===== config.mk =====
export PLATFORM = sky130hd
export DESIGN_NAME = rr_grant_arbiter8
export DESIGN_NICKNAME = d
export VERILOG_FILES = /design/src/rtl/rr_grant_arbiter8_pkg.sv /design/src/rtl/rr_grant_arbiter8_onehot_dec3to8.sv /design/src/rtl/rr_grant_arbiter8.sv
export SDC_FILE = /design/constraint.sdc
export NUM_CORES = 1
export LEC_CHECK = 0
export ABC_AREA = 1
export BUFFER_PORTS_ARGS = -buffer_cell sky130_fd_sc_hd__buf_2
export CAP_MARGIN = 20
export CELL_PAD_IN_SITES_DETAIL_PLACEMENT = 1
export CELL_PAD_IN_SITES_GLOBAL_PLACEMENT = 1
export CORE_UTILIZATION = 35
export DETAILED_ROUTE_END_ITERATION = 7
export PLACE_DENSITY = 0.71
export SYNTH_ARGS = -nofsm -noshare
export SYNTH_HDL_FRONTEND = slang
export SYNTH_SLANG_ARGS = --single-unit

===== constraint.sdc =====
create_clock -name clk -period 6 [get_ports clk]
set_input_delay 0.6 -clock clk [delete_from_list [all_inputs] [get_ports clk]]
set_output_delay 0.6 -clock clk [all_outputs]
set_load 0.05 [all_outputs]

===== src/rtl/rr_grant_arbiter8_pkg.sv =====
// Shared definitions for the 8-way round-robin grant arbiter.
//   state_t : arbiter FSM states (IDLE, GRANT)
//   NUM_REQ : number of requesters
//   IDX_W   : width of a requester index
package rr_grant_arbiter8_pkg;

    localparam int NUM_REQ = 8;
    localparam int IDX_W   = 3;

    typedef enum logic {
        IDLE  = 1'b0,
        GRANT = 1'b1
    } state_t;

endpackage


===== src/rtl/rr_grant_arbiter8_onehot_dec3to8.sv =====
// 3-to-8 one-hot decoder with enable, purely combinational.
// Ports:
//   in  [2:0] : index to decode
//   en        : when low, all outputs are zero
//   out [7:0] : one-hot decode of in, gated by en
module onehot_dec3to8 (
    input  logic [2:0] in,
    input  logic       en,
    output logic [7:0] out
);

    for (genvar gi = 0; gi < 8; gi++) begin : g_dec
        assign out[gi] = en && (in == 3'(gi));
    end

endmodule


===== src/rtl/rr_grant_arbiter8.sv =====
// Round-robin arbiter sharing one 8-way decoded resource-select between
// 8 requesters. A grant is held until the owner signals done, drops its
// request, or has held the resource for HOLD_LIMIT cycles. A dead cycle
// always separates consecutive grants.
// Parameters:
//   CNT_W      : hold counter width
//   HOLD_LIMIT : grant cycles before forced release (0 disables); < 2^CNT_W
// Ports:
//   clk       : system clock, rising edge
//   rst       : asynchronous active-high reset
//   req [7:0] : level requests
//   done      : owner's last cycle of use (ignored while idle)
//   gnt [7:0] : one-hot grant, zero when no grant is active
//   gnt_idx   : index of current owner
//   gnt_valid : a grant is active
//   timeout   : one-cycle pulse after a release caused only by the hold limit
module rr_grant_arbiter8
    import rr_grant_arbiter8_pkg::*;
#(
    parameter int CNT_W      = 4,
    parameter int HOLD_LIMIT = 15
) (
    input  logic               clk,
    input  logic               rst,
    input  logic [NUM_REQ-1:0] req,
    input  logic               done,
    output logic [NUM_REQ-1:0] gnt,
    output logic [IDX_W-1:0]   gnt_idx,
    output logic               gnt_valid,
    output logic               timeout
);

    localparam logic [CNT_W-1:0] LIMIT_M1 = CNT_W'(HOLD_LIMIT - 1);
    localparam logic [CNT_W-1:0] CNT_MAX  = '1;

    // Rotate requests so the pointer position is bit 0, find the lowest set
    // bit, then add the pointer back (mod 8 via the 3-bit result width).
    function automatic logic [IDX_W-1:0] rr_pick(
        input logic [NUM_REQ-1:0] r,
        input logic [IDX_W-1:0]   p
    );
        logic [2*NUM_REQ-1:0] dbl;
        logic [NUM_REQ-1:0]   rot;
        logic [IDX_W-1:0]     off;
        dbl = {r, r};
        rot = dbl[p +: NUM_REQ];
        off = '0;
        for (int i = NUM_REQ - 1; i >= 0; i--) begin
            if (rot[i]) off = IDX_W'(i);
        end
        return off + p;
    endfunction

    state_t           state_reg, state_next;
    logic [IDX_W-1:0] ptr_reg, ptr_next;
    logic [IDX_W-1:0] idx_reg, idx_next;
    logic [CNT_W-1:0] cnt_reg, cnt_next;
    logic             timeout_reg, timeout_next;

    logic owner_req;
    logic limit_hit;
    logic release_now;

    assign owner_req   = req[idx_reg];
    assign limit_hit   = (HOLD_LIMIT != 0) && (cnt_reg == LIMIT_M1);
    assign release_now = done || !owner_req || limit_hit;

    always_ff @(posedge clk or posedge rst) begin
        if (rst) begin
            state_reg   <= IDLE;
            ptr_reg     <= '0;
            idx_reg     <= '0;
            cnt_reg     <= '0;
            timeout_reg <= 1'b0;
        end else begin
            state_reg   <= state_next;
            ptr_reg     <= ptr_next;
            idx_reg     <= idx_next;
            cnt_reg     <= cnt_next;
            timeout_reg <= timeout_next;
        end
    end

    always_comb begin
        state_next   = state_reg;
        ptr_next     = ptr_reg;
        idx_next     = idx_reg;
        cnt_next     = cnt_reg;
        timeout_next = 1'b0;
        case (state_reg)
            IDLE: begin
                if (|req) begin
                    idx_next   = rr_pick(req, ptr_reg);
                    cnt_next   = '0;
                    state_next = GRANT;
                end
            end
            GRANT: begin
                if (release_now) begin
                    state_next   = IDLE;
                    ptr_next     = idx_reg + IDX_W'(1);
                    cnt_next     = '0;
                    // A coincident done or withdrawal makes it a normal release.
                    timeout_next = limit_hit && !done && owner_req;
                end else if ((HOLD_LIMIT != 0) && (cnt_reg != CNT_MAX)) begin
                    cnt_next = cnt_reg + CNT_W'(1);
                end
            end
            default: state_next = IDLE;
        endcase
    end

    assign gnt_valid = (state_reg == GRANT);
    assign gnt_idx   = idx_reg;
    assign timeout   = timeout_reg;

    onehot_dec3to8 u_dec (
        .in  (idx_reg),
        .en  (gnt_valid),
        .out (gnt)
    );

endmodule


==> run metrics <==
status complete, no violations; Clk network pwr share roughly a tenth; Max clock buf depth 2; commonest non-fill, non-tap cell in the layout nand2_1; cell count after synthesis 200; RSZ-0062 raised after global routing no; Seq pwr share 20.4%; cts repair resizes 0; Clock Tree Root clkbuf_8; maximum vdd drop 0.342 mV; filler-free cell count of the finished design between 200 and 300; Core ar. 0.00366 mm²; Pwr Density slightly above 600 mW/mm²; Area after DPL between 0.001 and 0.0015 mm²; flops & latches, synth 12; fmax ~0.37 GHz; die area between 0.004 and 0.005 mm²; Sink Count 12; Port Buffers 23; minimum clock period after layout approximately 2.7 ns; clock slew seen by the registers of the worst setup and hold paths approximately 0.060 ns; Max stage delay on crit path around 0.65 ns; Die H around 64 µm; Setup Total Neg Slack 0 ns; layout cell share with drive strength beyond 1 between 20% and 30%; Vias ~1300; Antenna Nets Post-Route 0; Initial DRC Count 42; Cells after DPL between 200 and 300; LEAKAGE around 0.83 nW; Slew headroom 67.2%; fin crit share 44.8%; Slew @ Worst Pin 0.492 ns; remaining global-route overflow 0; CP Data Arrival Time ~2.8 ns; Max stage delay cell, worst path dfrtp_1; std cell rows 22; Final Wtd Congestion 0.726; Net Count, Synth around 220; NetSw around 0.00056 W; Non-Filler Cell Area, Final roughly 0.0015 mm²; Seq/Total Area, Yosys roughly 22%; die width 63.9 µm; CTS tree yes; initial antenna violation count 0; Fin. Hold Viols 0; Async S/R FF share, synth 100%; Final nets roughly 250; WP data required about 6.1 ns; routed wire length about 3.4 mm; cts bufs inserted 3; Setup CP Type register to register; I/O pins 24; first-pass GRT wire length a little under 6 mm; Pint between 0.0003 and 0.0004 W; commonest non-fill, non-tap cells in the layout nand2_1, buf_2, nand3_1, inv_1, nand2_2; Logic pwr share a little over two thirds; Synth cell types 27; Syn-to-layout area delta 14.7%; Initial Util between 30% and 40%; DRC 0; first-pass iteration count of the detailed router 3; vias per cell ~5; largest net degree at the start of global routing 14; Worst setup EP type register; number of synthesized flops with an enable pin 0; vias in the first global route ~1300; Mapped Avg Cell Area roughly 6.7 µm²; H-Tree Depth 1; Largest register FFs 4; Crit path top cell by count nand2_1; startpoint types register; hpwl dp 2.80 mm; critical path fanouts, max 11; diodes inserted 0; Hold Crit Class input port to asynchronous set/reset pin; Clk Latency, worst-skew pair between 0.2 and 0.3 ns; final-layout fill cell count between 400 and 500; YS warnings 0; WL per Instance between 10 and 15 µm; All-Layer GR Usage 18.4%; Post-CTS Setup Bufs 0; Final setup viols 0; switching part of the total about three fifths; max cap viols 0; Final Slew Violations 0; Syn Std Cell Area around 0.0013 mm²; post-cts hold buffer count 0; Setup Skew 0.00537 ns; Top FF cell, synth dfrtp_1; CP cell instances inv_6, nand2_2, nand3_2, nand2_1, nand2_1, nand2_1, nand2_1, nand2_1, nand2_1, nand2_1, nand2_1, a21oi_1, ha_1, inv_1, fa_1, xor2_1, inv_1, nand3_1, nand3_1, nand2_1
## power by group through the flow
stage	sequential (W)	clock, W	combinational (W)
2_1_floorplan	0.000187	0	0.000532
3_3_place_gp	0.000193	0	0.000655
3_5_place_dp	0.000193	0	0.000661
4_1_cts	0.000192	0.0000927	0.000666
5_1_grt	0.000199	0.0000955	0.000747
6_report	0.000190	0.0000905	0.000651
## cell usage after synthesis, drive strengths merged, types with 2 or more instances
library cell	instances	area [µm²]
nand2	77	344
nand3	30	213
inv	22	90.1
nor2	17	68.8
dfrtp	12	300
o21ai	10	50.0
ha	9	113
nor3	6	30.0
buf	4	32.5
a21oi	3	18.8
nand4	3	18.8
nor4	2	12.5
xor2	2	17.5
## cell type report
class / count / area, µm² / area share (%)
multi-input cells: 162 / 920 / 59.7
repair buffers: 23 / 115 / 7.47
well taps: 48 / 60.1 / 3.90
inverters: 22 / 90.1 / 5.85
flip-flops and latches: 12 / 300 / 19.5
clock buffers: 4 / 55.1 / 3.57
## metrics by stage
stage	util (%)	power (W)	hold WS, ns	worst slack (ns)
CTS	42.1	0.000951	0.367	3.28
detailed placement	40.6	0.000854	0.591	3.28
global route	42.1	0.00104	0.399	3.03
finish	42.1	0.000932	0.354	3.31
floorplan	-	0.000719	0.465	3.30
global placement	40.6	0.000848	0.590	3.35
## worst max-delay path, delay by kind of cell, from the launching register on
kind | cells | cell delay (ns)
AO/OA/AOI/OAI | 1 | 0.14
XOR/XNOR | 1 | 0.16
adder cells (fa/ha/maj) | 2 | 0.54
buffers and inverters | 3 | 0.24
flip-flops | 1 | 0.65
AND/OR/NAND/NOR | 13 | 0.85
## worst paths after layout
kind	start	endpoint	slack, ns	depth (start not counted)
setup / recovery	ptr_reg[0]$_DFFE_PP0P_	gnt_idx[2]$_DFFE_PP0P_	3.31	20
hold / removal	rst	cnt_reg[0]$_DFFE_PP0P_	0.35	2
setup reg to reg	ptr_reg[0]$_DFFE_PP0P_	gnt_idx[2]$_DFFE_PP0P_	3.31	20
hold reg to reg	cnt_reg[1]$_DFFE_PP0P_	cnt_reg[1]$_DFFE_PP0P_	0.60	2
max in group asynchronous	rst	gnt_idx[2]$_DFFE_PP0P_	5.32	2
min in group clk	cnt_reg[1]$_DFFE_PP0P_	cnt_reg[1]$_DFFE_PP0P_	0.60	2
## logic make-up after synthesis
| family | Yosys count | share of synthesized area, % |
|---|---|---|
| adder cells (fa/ha/maj) | 10 | 9.88 |
| XOR/XNOR | 2 | 1.30 |
| buffers and inverters | 26 | 9.13 |
| AO/OA/AOI/OAI | 14 | 5.68 |
| flip-flops | 12 | 22.4 |
| AND/OR/NAND/NOR | 136 | 51.6 |
## per-layer routing
metal  share of wire (%)  GRT usage [%]
met5                   0              0
met4                 1.6           7.67
met3                 1.9           1.79
met2                  50           32.3
met1                  47           22.7
Power figures use the tool's default switching activity.
